===== src/rtl/wb_rr_arbiter.sv =====
// wb_rr_arbiter: round-robin Wishbone arbiter (master_* in, slave_* out, grant one-hot, timeout_evt watchdog pulse)
module wb_rr_arbiter #(
  parameter int MASTER_COUNT = 2,
  parameter int DATA_WIDTH   = 32,
  parameter int ADDR_WIDTH   = 32,
  parameter int TAG_WIDTH    = 4,
  parameter int TIMEOUT      = 255
) (
  input  logic                                 sys_clk,
  input  logic                                 sys_rst,
  input  logic [MASTER_COUNT-1:0]              master_cyc,
  input  logic [MASTER_COUNT-1:0]              master_stb,
  input  logic [MASTER_COUNT-1:0]              master_we,
  input  logic [MASTER_COUNT*TAG_WIDTH-1:0]    master_tag,
  input  logic [MASTER_COUNT*DATA_WIDTH/8-1:0] master_sel,
  input  logic [MASTER_COUNT*ADDR_WIDTH-1:0]   master_adr,
  input  logic [MASTER_COUNT*DATA_WIDTH-1:0]   master_mosi,
  output logic [MASTER_COUNT*DATA_WIDTH-1:0]   master_miso,
  output logic [MASTER_COUNT-1:0]              master_ack,
  output logic [MASTER_COUNT-1:0]              master_err,
  output logic                                 slave_cyc,
  output logic                                 slave_stb,
  output logic                                 slave_we,
  output logic [TAG_WIDTH-1:0]                 slave_tag,
  output logic [DATA_WIDTH/8-1:0]              slave_sel,
  output logic [ADDR_WIDTH-1:0]                slave_adr,
  output logic [DATA_WIDTH-1:0]                slave_mosi,
  input  logic [DATA_WIDTH-1:0]                slave_miso,
  input  logic                                 slave_ack,
  input  logic                                 slave_err,
  output logic [MASTER_COUNT-1:0]              grant,
  output logic                                 timeout_evt
);
  localparam int SW = DATA_WIDTH / 8;
  localparam int IW = $clog2(MASTER_COUNT);
  localparam int CW = TIMEOUT > 0 ? $clog2(TIMEOUT + 1) : 1;
  localparam logic [0:0] IDLE = 1'b0;
  localparam logic [0:0] BUSY = 1'b1;
  logic [0:0] state;
  logic [IW-1:0] gidx, last, win, j;
  logic [CW-1:0] cnt;
  logic found, busy, fire;
  assign busy = state == BUSY;
  assign fire = TIMEOUT > 0 && busy && cnt == CW'(TIMEOUT);
  // first requester after the previous owner, wrapping modulo MASTER_COUNT
  always_comb begin
    found = 1'b0;
    win = last;
    j = last;
    for (int k = 1; k <= MASTER_COUNT; k++) begin
      j = IW'((int'(last) + k) % MASTER_COUNT);
      if (!found && master_cyc[j]) begin
        found = 1'b1;
        win = j;
      end
    end
  end
  always_ff @(posedge sys_clk or posedge sys_rst)
    if (sys_rst) begin
      state <= IDLE;
      gidx <= '0;
      last <= IW'(MASTER_COUNT - 1);
      cnt <= '0;
    end else if (!busy) begin
      if (found) begin
        state <= BUSY;
        gidx <= win;
        last <= win;
      end
      cnt <= '0;
    end else if (!master_cyc[gidx]) begin
      state <= IDLE;
      cnt <= '0;
    end else
      cnt <= (fire || slave_ack || slave_err) ? '0 : (TIMEOUT > 0 && master_stb[gidx]) ? cnt + 1'b1 : cnt;
  assign grant       = {{(MASTER_COUNT-1){1'b0}}, busy} << gidx;
  assign master_ack  = {{(MASTER_COUNT-1){1'b0}}, busy & slave_ack & !fire} << gidx;
  assign master_err  = {{(MASTER_COUNT-1){1'b0}}, busy & (slave_err | fire)} << gidx;
  assign master_miso = {MASTER_COUNT{slave_miso}};
  assign slave_cyc   = busy & master_cyc[gidx];
  assign slave_stb   = busy & master_stb[gidx] & !fire;
  assign slave_we    = busy & master_we[gidx];
  assign slave_tag   = busy ? master_tag[gidx*TAG_WIDTH +: TAG_WIDTH] : '0;
  assign slave_sel   = busy ? master_sel[gidx*SW +: SW] : '0;
  assign slave_adr   = busy ? master_adr[gidx*ADDR_WIDTH +: ADDR_WIDTH] : '0;
  assign slave_mosi  = busy ? master_mosi[gidx*DATA_WIDTH +: DATA_WIDTH] : '0;
  assign timeout_evt = fire;
endmodule


===== config.mk =====
export PLATFORM = sky130hd
export DESIGN_NAME = wb_rr_arbiter
export DESIGN_NICKNAME = d
export VERILOG_FILES = /design/src/rtl/wb_rr_arbiter.sv
export SDC_FILE = /design/constraint.sdc
export NUM_CORES = 1
export LEC_CHECK = 0
export CAP_MARGIN = 20
export CORE_AREA = 2 2 127 129
export DETAILED_ROUTE_END_ITERATION = 7
export DIE_AREA = 0 0 129 131
export PLACE_DENSITY = 0.53
export SYNTH_ARGS = -nofsm -noshare
export SYNTH_HDL_FRONTEND = slang
export SYNTH_SLANG_ARGS = --single-unit

===== constraint.sdc =====
create_clock -name sys_clk -period 3.02 [get_ports sys_clk]
set_input_delay 0.453 -clock sys_clk [delete_from_list [all_inputs] [get_ports sys_clk]]
set_output_delay 0.453 -clock sys_clk [all_outputs]
set_load 0.02 [all_outputs]

==> out/results.tsv <==
metric	value	unit
f_max	0.382	GHz
CTS resizes	0	
Seq cells post-synth	11	
total CTS buffers	3	
max-cap violation count	0	
core area	0.0156	sq mm
clock skew	0.711	ps
gate count of the mapped netlist	299	
TritonCTS clock tree	built	
top cell type's share of synthesized area	34.2	%
Inserted Diodes	0	
DRC	0	
Bufs on Longest Clock Path	2	
Initial DRT Pass Iterations	4	
CP arrival	2170	ps
dpl hpwl	8230	um
Rows	46	
clk sinks	11	
vias in the first global route	2430	
First DRT Iteration DRCs	61	
fillcell total	1713	
routability cong.	0.750	
starting density of the core	14.1	%
final setup TNS	0	ps
vias per cell	3.85	
asr flop ratio synth	100	%
CTS clk-pin slew, worst paths	40	ps
Slew Viols, Final	0	
Mean Syn Cell Area	7.35	sq um
setup violators final	0	
ratio of total power to cell area	557	mW/mm^2
peak supply drop	0.229	mV
WP data required	2570	ps
WL per Instance	14.1	um
largest net degree at the start of global routing	43	
CTS H-tree depth	1	
Mapped Nets	486	
Yosys cell types	31	
Total Die Area	0.0169	sq mm
Setup Fix Bufs, Post-CTS	0	
Worst setup SP type	flip-flop	
first-pass GRT wire length	12600	um
clk_lat worst skew	230	ps
status	finished, final reports clean	
Layout Area Growth over Synthesis	99.8	%
initial antenna violation count	0	
Final ANT Viol Nets	0	
HP Class	reg2reg	
cell area after synthesis	0.00220	sq mm
die width	129	um
global route overflow	0	
Most used DFF post-synth	dfrtp_1	
fin nets	648	
IO Pins	332	
overall power	2440	uW
Worst-Margin Slew	744	ps
Seq/Total Area, Yosys	12.6	%
flop-to-flop setup slack	1000	ps
Final min period	2620	ps
ranking of synthesized cells by area	mux2i_1 34%, buf_4 22%, nor2_1 15%	
die height	131	um
gr usage total	9.50	%
Clk Tree Root Cell	clkbuf_16	
Hold Fails Final Rpt	0	
WS Path Type	reg2out	
RSZ-0062 raised after global routing	no	
Post-CTS Hold Buffers	0	
final wirelength	9530	um
Post-synth EDFFs	0	
CP Max Fanout	42	
yosys warns	0	
area leader, netlist	mux2i_1	
Critical Path End Type	output pin	
layout cells sized above 1	3.04	%
Relative slew margins	50.3	%
Lkg Pwr	0.00183	uW
WHS	488	ps
I/O Buffers	235	
Tcrit/Tclk final	86.8	%
via count	2600	
-- cell families after synthesis --
family | share of synthesized area (%)
adder cells (fa/ha/maj) | 0.569
buffers and inverters | 26.5
AND/OR/NAND/NOR | 21.2
AO/OA/AOI/OAI | 3.25
flip-flops | 12.6
multiplexers | 34.7
XOR/XNOR | 1.20
-- flip-flops by register name (all words and copies together) (netlist names) --
register,flops
cnt,8
busy,1
gidx,1
last,1
-- Yosys cell counts (all sizes together), types with 2 or more instances --
| cell | instances |
|---|---|
| dfrtp | 10 |
| clkbuf | 8 |
| a21oi | 6 |
| buf | 74 |
| xor2 | 2 |
| and3 | 3 |
| nand4 | 2 |
| mux2i | 75 |
| nand2 | 8 |
| nand3 | 3 |
| o21ai | 2 |
| nand2b | 3 |
| nor3 | 2 |
| inv | 4 |
| nor2 | 85 |
-- layout make-up --
type | count | area [sq um] | area share, %
Multi-Input combinational cell | 202 | 1340 | 30.5
Tap cell | 216 | 270 | 6.16
Clock buffer | 4 | 78.8 | 1.80
Timing Repair Buffer | 239 | 2410 | 54.8
Inverter | 4 | 15.0 | 0.342
Sequential cell | 11 | 280 | 6.38
-- cell usage in the layout (no fill, tap or decap), drive strengths merged --
| cell | instances |
|---|---|
| dfrtp | 10 |
| xor2 | 2 |
| mux2 | 1 |
| inv | 4 |
| and4 | 1 |
| buf | 4 |
| nor2 | 85 |
| nor2b | 1 |
| o21ai | 2 |
| a31oi | 1 |
| ha | 1 |
| clkbuf | 4 |
| nand3 | 3 |
| mux2i | 75 |
| dfstp | 1 |
| nand2b | 3 |
| and3 | 3 |
| or3b | 1 |
| a311oi | 1 |
| nor3 | 2 |
| a21o | 1 |
| clkdlybuf4s50 | 235 |
| xnor2 | 1 |
| nand2 | 8 |
| a21oi | 6 |
| nand4 | 2 |
| a41oi | 1 |
| or4 | 1 |
-- worst paths after layout --
kind,start,end,cells after the start
setup reg to reg,busy,cnt[4],5
setup / recovery,busy,slave_adr[17],4
max in group asynchronous,sys_rst,gidx,2
hold / removal,last,last,2
hold reg to reg,last,last,2
min in group asynchronous,sys_rst,cnt[6],2
-- worst max-delay path, cell delays in order (launching register included) --
cell and delay, ps:
dfrtp_1 440, inv_2 570, buf_12 280, nor2_1 70, clkdlybuf4s50_1 550
-- metrics by stage --
| step | worst slack (ps) | utilization [%] | instance area (sq um) | std cells |
|---|---|---|---|---|
| finish | 400 | 28.1 | 4390 | 676 |
| global route | 243 | 28.1 | 4390 | 676 |
| CTS | 353 | 28.1 | 4390 | 676 |
| detailed placement | 575 | 27.6 | 4310 | 672 |
| global placement | 557 | 27.6 | 4310 | 672 |
| floorplan | 1240 | - | 2200 | 299 |
-- power by group --
| part | switching [uW] | internal [uW] | total (uW) |
|---|---|---|---|
| logic | 976 | 1010 | 1990 |
| clock network | 60.5 | 177 | 237 |
| registers | 47.6 | 173 | 221 |
| total | 1080 | 1360 | 2440 |
-- per-layer routing --
metal	part of all wire [%]	global-route usage (%)	vias to the layer above
met5	0	0	-
met4	3.1	3.45	0
met3	12	3.30	32
met2	50	17.4	177
met1	35	10.1	1138
li1	-	-	1253
Power figures use the tool's default switching activity.
==> edit 1: new RTL, config.mk and constraints unchanged <==
Reset style: synchronous (`sys_rst`), changed in one clocked block.
--- a/src/rtl/wb_rr_arbiter.sv
+++ b/src/rtl/wb_rr_arbiter.sv
@@ -56,5 +56,5 @@
     end
   end
-  always_ff @(posedge sys_clk or posedge sys_rst)
+  always_ff @(posedge sys_clk)
     if (sys_rst) begin
       state <= IDLE;
Function: differs if sys_rst is asserted again (counterexample within 4 cycles, from zero or initial values and one cycle with sys_rst high); with sys_rst held inactive, the same outputs for 10 cycles.
==> edit 1 against the unedited design <==
- sequential cell count did not move
- die area did not move
- setup slack got worse by 0.15 ns
- area after synthesis fell by 2.6%
- routed wire length rose by 2.1%
- cell area fell by 0.43%
- global-route usage rose by 0.19 points
Power is not compared: it rests on default switching activity, and its combinational part moved more than twofold at a synthesized area within 25%.
==> edit 1: results (changes against the unedited design) <==
- Met2 WL post-DR: 4820 µm (+1.4%)
- DP Area: 0.00429 mm² (-0.46%)
- Drt wl/cell: 14.4 µm (+2.4%)
- XOR/XNOR share of the synthesized area: 0.409% (-0.79 points)
- Crit-path max FO: 10 (-76%)
- Post-layout nets: 646 (-0.31%)
- Largest net degree at the start of global routing: 53 (+23%)
- Post-synth top cells: 78 x nor2_1, 76 x mux2i_1, 65 x buf_4
- Dpl cells: 670 (-0.30%)
- Iter 0 DRT Violations: 38 (-38%)
- Hold Crit Class: reg2reg
- Met1 WL: 3400 µm (+2.5%)
- Area Overhead vs Synth: 104%
- Worst Hold Path EP: last
- Vias: 2594 (-0.23%)
- Hold Path Depth: 1 (-1)
- Mux contribution to synthesized area: 35.5% (+0.85 points)
- First-pass GRT wire length: 12700 µm (+1.5%)
- Met3 WL: 1160 µm (-0.43%)
- Synth area leaders: mux2i_1 36%, buf_4 23%, nor2_1 14%
- GP Congestion: 0.740 (-1.3%)
- R2r setup slk: ~0.99 ns
- Start point of the critical path: cnt[0]
- Asr flop ratio synth: 0% (-100 points)
- Non-filler cells in the finished layout: 674 (-0.30%)
- Worst hold start: last
- Post-synthesis adder-cell area fraction: 0.584% (+0.015 points)
- Combinational Power Share: 61.2%
- Main synth FF type: dfxtp_1
- Worst R2R End: cnt[6]
- Normalized max-slew margin: 56.0% (+5.7 points)
- Sequential fraction of the synthesis area: 10.3% (-2.3 points)
- Compound-cell area share of the yosys netlist: 5.49% (+2.2 points)
- Vias in the first global route: 2394 (-1.5%)
- RR Startpoint: busy
- Post-synth cell types: 27 (-13%)
- Net Count, Synth: 480 (-1.2%)
- Layout cells sized above 1: 3.28% (+0.23 points)
- Synth Instances: 293 (-2.0%)
- Met3 GRT Util: 3.42% (+0.12 points)
- Met2 Track Usage GR: 17.6% (+0.19 points)
- Final HPWL DP: 8330 µm (+1.2%)
- Clock Skew: 0.00235 ns (+0.00164 ns)
- Reg2reg path depth: 4 (-1)
- Arrival @ worst endpoint: 2.32 ns (+0.15 ns)
- Met1 usage: 10.0% (-0.079 points)
- Outcome: finished clean
- Gr usage total: 9.69% (+0.19 points)
- Critical Path End: master_err[1]
[edit 1: through the flow]
| step | hold slack (ns) | util (%) | worst slack [ns] |
|---|---|---|---|
| final | 0.492 | 28.0 | 0.245 |
| after detailed placement | 0.485 | 27.5 | 0.486 |
| after floorplan | 0.459 | - | 1.21 |
| after CTS | 0.495 | 28.0 | 0.233 |
| after global placement | 0.471 | 27.5 | 0.484 |
| after global routing | 0.514 | 28.0 | 0.0855 |
[edit 1: final cells by class]
class	count	area, µm²
well taps	216	270
repair buffers	244	2440
flip-flops and latches	11	224
inverters	3	11.3
clock buffers	3	75.1
clock inverters	1	5.00
fillers	1706	11200
multi-input cells	196	1340
[edit 1: critical path, stage by stage, from the launching register on]
cell and delay (ns):
dfxtp_1 0.36, ha_1 0.22, nand4_1 0.13, o21bai_1 0.56
and2_1 0.22, clkdlybuf4s50_1 0.60
==> edit 2: new RTL, same settings <==
Made on the original files. `TAG_WIDTH`: 4 -> 6.
--- a/src/rtl/wb_rr_arbiter.sv
+++ b/src/rtl/wb_rr_arbiter.sv
@@ -4,5 +4,5 @@
   parameter int DATA_WIDTH   = 32,
   parameter int ADDR_WIDTH   = 32,
-  parameter int TAG_WIDTH    = 4,
+  parameter int TAG_WIDTH    = 6,
   parameter int TIMEOUT      = 255
 ) (
Interface: changed (resized master_tag and slave_tag); port bits go from 332 to 338. No check against the original RTL was run, so the function may have changed too.
==> edit 2 against the unedited design <==
- sequential cell count unchanged
- power up 2.3%
- sequential share of layout area down 0.14 points
- clock power up 2%
- setup slack better by 0.018 ns
- die area unchanged
- area after synthesis up 0.97%
- synthesized cell count up 1.3%
- cell area up 2.2%
- routed wire length down 0.65%
- largest cell class unchanged
==> edit 2: results (changes against the unedited design) <==
- Outcome: finished clean
- Number of flip-flops in the largest register: 8 (unchanged)
- Post-synth top cells: 87 x nor2_1, 77 x mux2i_1, 64 x buf_4
- Slowest stage delay, CP: 0.54 ns (-0.03 ns)
- Clk Latency, worst-skew pair: approximately 0.24 ns
- Worst path top cell family by delay: buffers and inverters
- P_int: 1.39 mW (+2.1%)
- Antenna violations before repair: 0 (unchanged)
- Routed WL: 9470 µm (-0.65%)
- Net Count, Synth: 494 (+1.6%)
- Clk root buf: clkbuf_16
- Worst vdd ir: 0.417 mV (+82%)
- Via density: 3.81 (-1.0%)
- Worst slew pin tran: 0.453 ns (-0.292 ns)
- Synth area leaders: mux2i_1 35%, buf_4 22%, nor2_1 15%
- Number of synthesized flops with an enable pin: 0 (unchanged)
- Synth Area per Inst: 7.32 µm² (-0.36%)
- Final HPWL DP: 8150 µm (-1.0%)
- Crit-path max FO: 37 (-12%)
- Leakage: 1.88 nW (+2.3%)
- Max Buffers Root-to-Sink: 2 (unchanged)
- Non-filler cells in the finished layout: 687 (+1.6%)
- CTS buffer count: 3 (unchanged)
- Post-CTS Setup Bufs: 0 (unchanged)
- First-pass GRT wire length: 12700 µm (+1.3%)
- Gr usage total: 9.64% (+0.14 points)
- Dpl cells: 683 (+1.6%)
- GP Congestion: 0.679 (-9.5%)
- Sequential fraction of the synthesis area: 12.5% (-0.12 points)
- Drt drc: 0 (unchanged)
- Vias in the first global route: 2469 (+1.6%)
- Largest net degree at the start of global routing: 44 (+2.3%)
- Layout cells sized above 1: 3.18% (+0.14 points)
- Clock Skew: 0.00615 ns (+0.00544 ns)
- Slowest CP cell: clkdlybuf4s50_1
- Number of I/O port buffers: 241 (+2.6%)
- Post-synth cell types: 30 (-3.2%)
- Post-layout nets: 663 (+2.3%)
- Iter 0 DRT Violations: 81 (+33%)
- Arrival @ worst endpoint: 2.15 ns (-0.02 ns)
edit 2: cell count changes after synthesis:
cell     change
mux2i_1      +2
nor2_1       +2
buf_6        -1
buf_2        +1
edit 2: routing by layer:
metal | vias up | GRT usage, % | share of wire, %
li1 | 1277 | - | -
met1 | 1126 | 10.4 | 36
met2 | 185 | 17.4 | 49
met3 | 28 | 3.50 | 12
met4 | 0 | 3.32 | 2.6
met5 | - | 0 | 0
edit 2: area by class of cell:
class	instances	area, µm²
Tap cell	216	270
Sequential cell	11	280
Inverter	4	15.0
Fill cell	1701	11100
Timing Repair Buffer	246	2470
Multi-Input combinational cell	206	1370
Clock buffer	4	78.8
edit 2: power groups by stage:
stage | Sequential (mW) | Clock (mW) | Combinational, mW
4_1_cts | 0.195 | 0.247 | 2.10
3_5_place_dp | 0.197 | 0 | 2.09
6_report | 0.194 | 0.242 | 2.06
5_1_grt | 0.199 | 0.260 | 2.21
3_3_place_gp | 0.197 | 0 | 2.08
2_1_floorplan | 0.179 | 0 | 1.27
edit 2: cells by family (layout without fill, tap and decap cells):
family | count (synthesis) | in the layout | synth area share, %
AO/OA/AOI/OAI | 12 | 12 | 3.22
buffers and inverters | 86 | 254 | 25.9
multiplexers | 78 | 78 | 35.3
XOR/XNOR | 3 | 3 | 1.18
flip-flops | 11 | 11 | 12.5
AND/OR/NAND/NOR | 112 | 112 | 21.4
adder cells (fa/ha/maj) | 1 | 1 | 0.564
edit 2: worst paths after layout:
| kind | start | endpoint | slack [ns] | depth (start not counted) |
|---|---|---|---|---|
| max | gidx | slave_stb | 0.42 | 4 |
| min | last | last | 0.49 | 2 |
| max reg2reg | busy | cnt[4] | 1.22 | 5 |
| min reg2reg | last | last | 0.49 | 2 |
| max in group asynchronous | sys_rst | gidx | 2.15 | 2 |
| min in group asynchronous | sys_rst | cnt[6] | 0.52 | 2 |
edit 2: metrics by stage:
step	setup WS, ns	instance area (µm²)	power [mW]	hold WS (ns)	util (%)
final	0.417	4490	2.50	0.485	28.8
after global routing	0.334	4490	2.67	0.547	28.8
after CTS	0.392	4490	2.54	0.487	28.8
after detailed placement	0.580	4410	2.29	0.487	28.3
after global placement	0.601	4410	2.28	0.478	28.3
after floorplan	1.19	2220	1.45	0.305	-
edit 2: tightest hold or removal path, cell delays in order, from the launching register on:
cell,delay (ns)
dfstp_2,0.37
nand2_1,0.04
o21ai_0,0.07
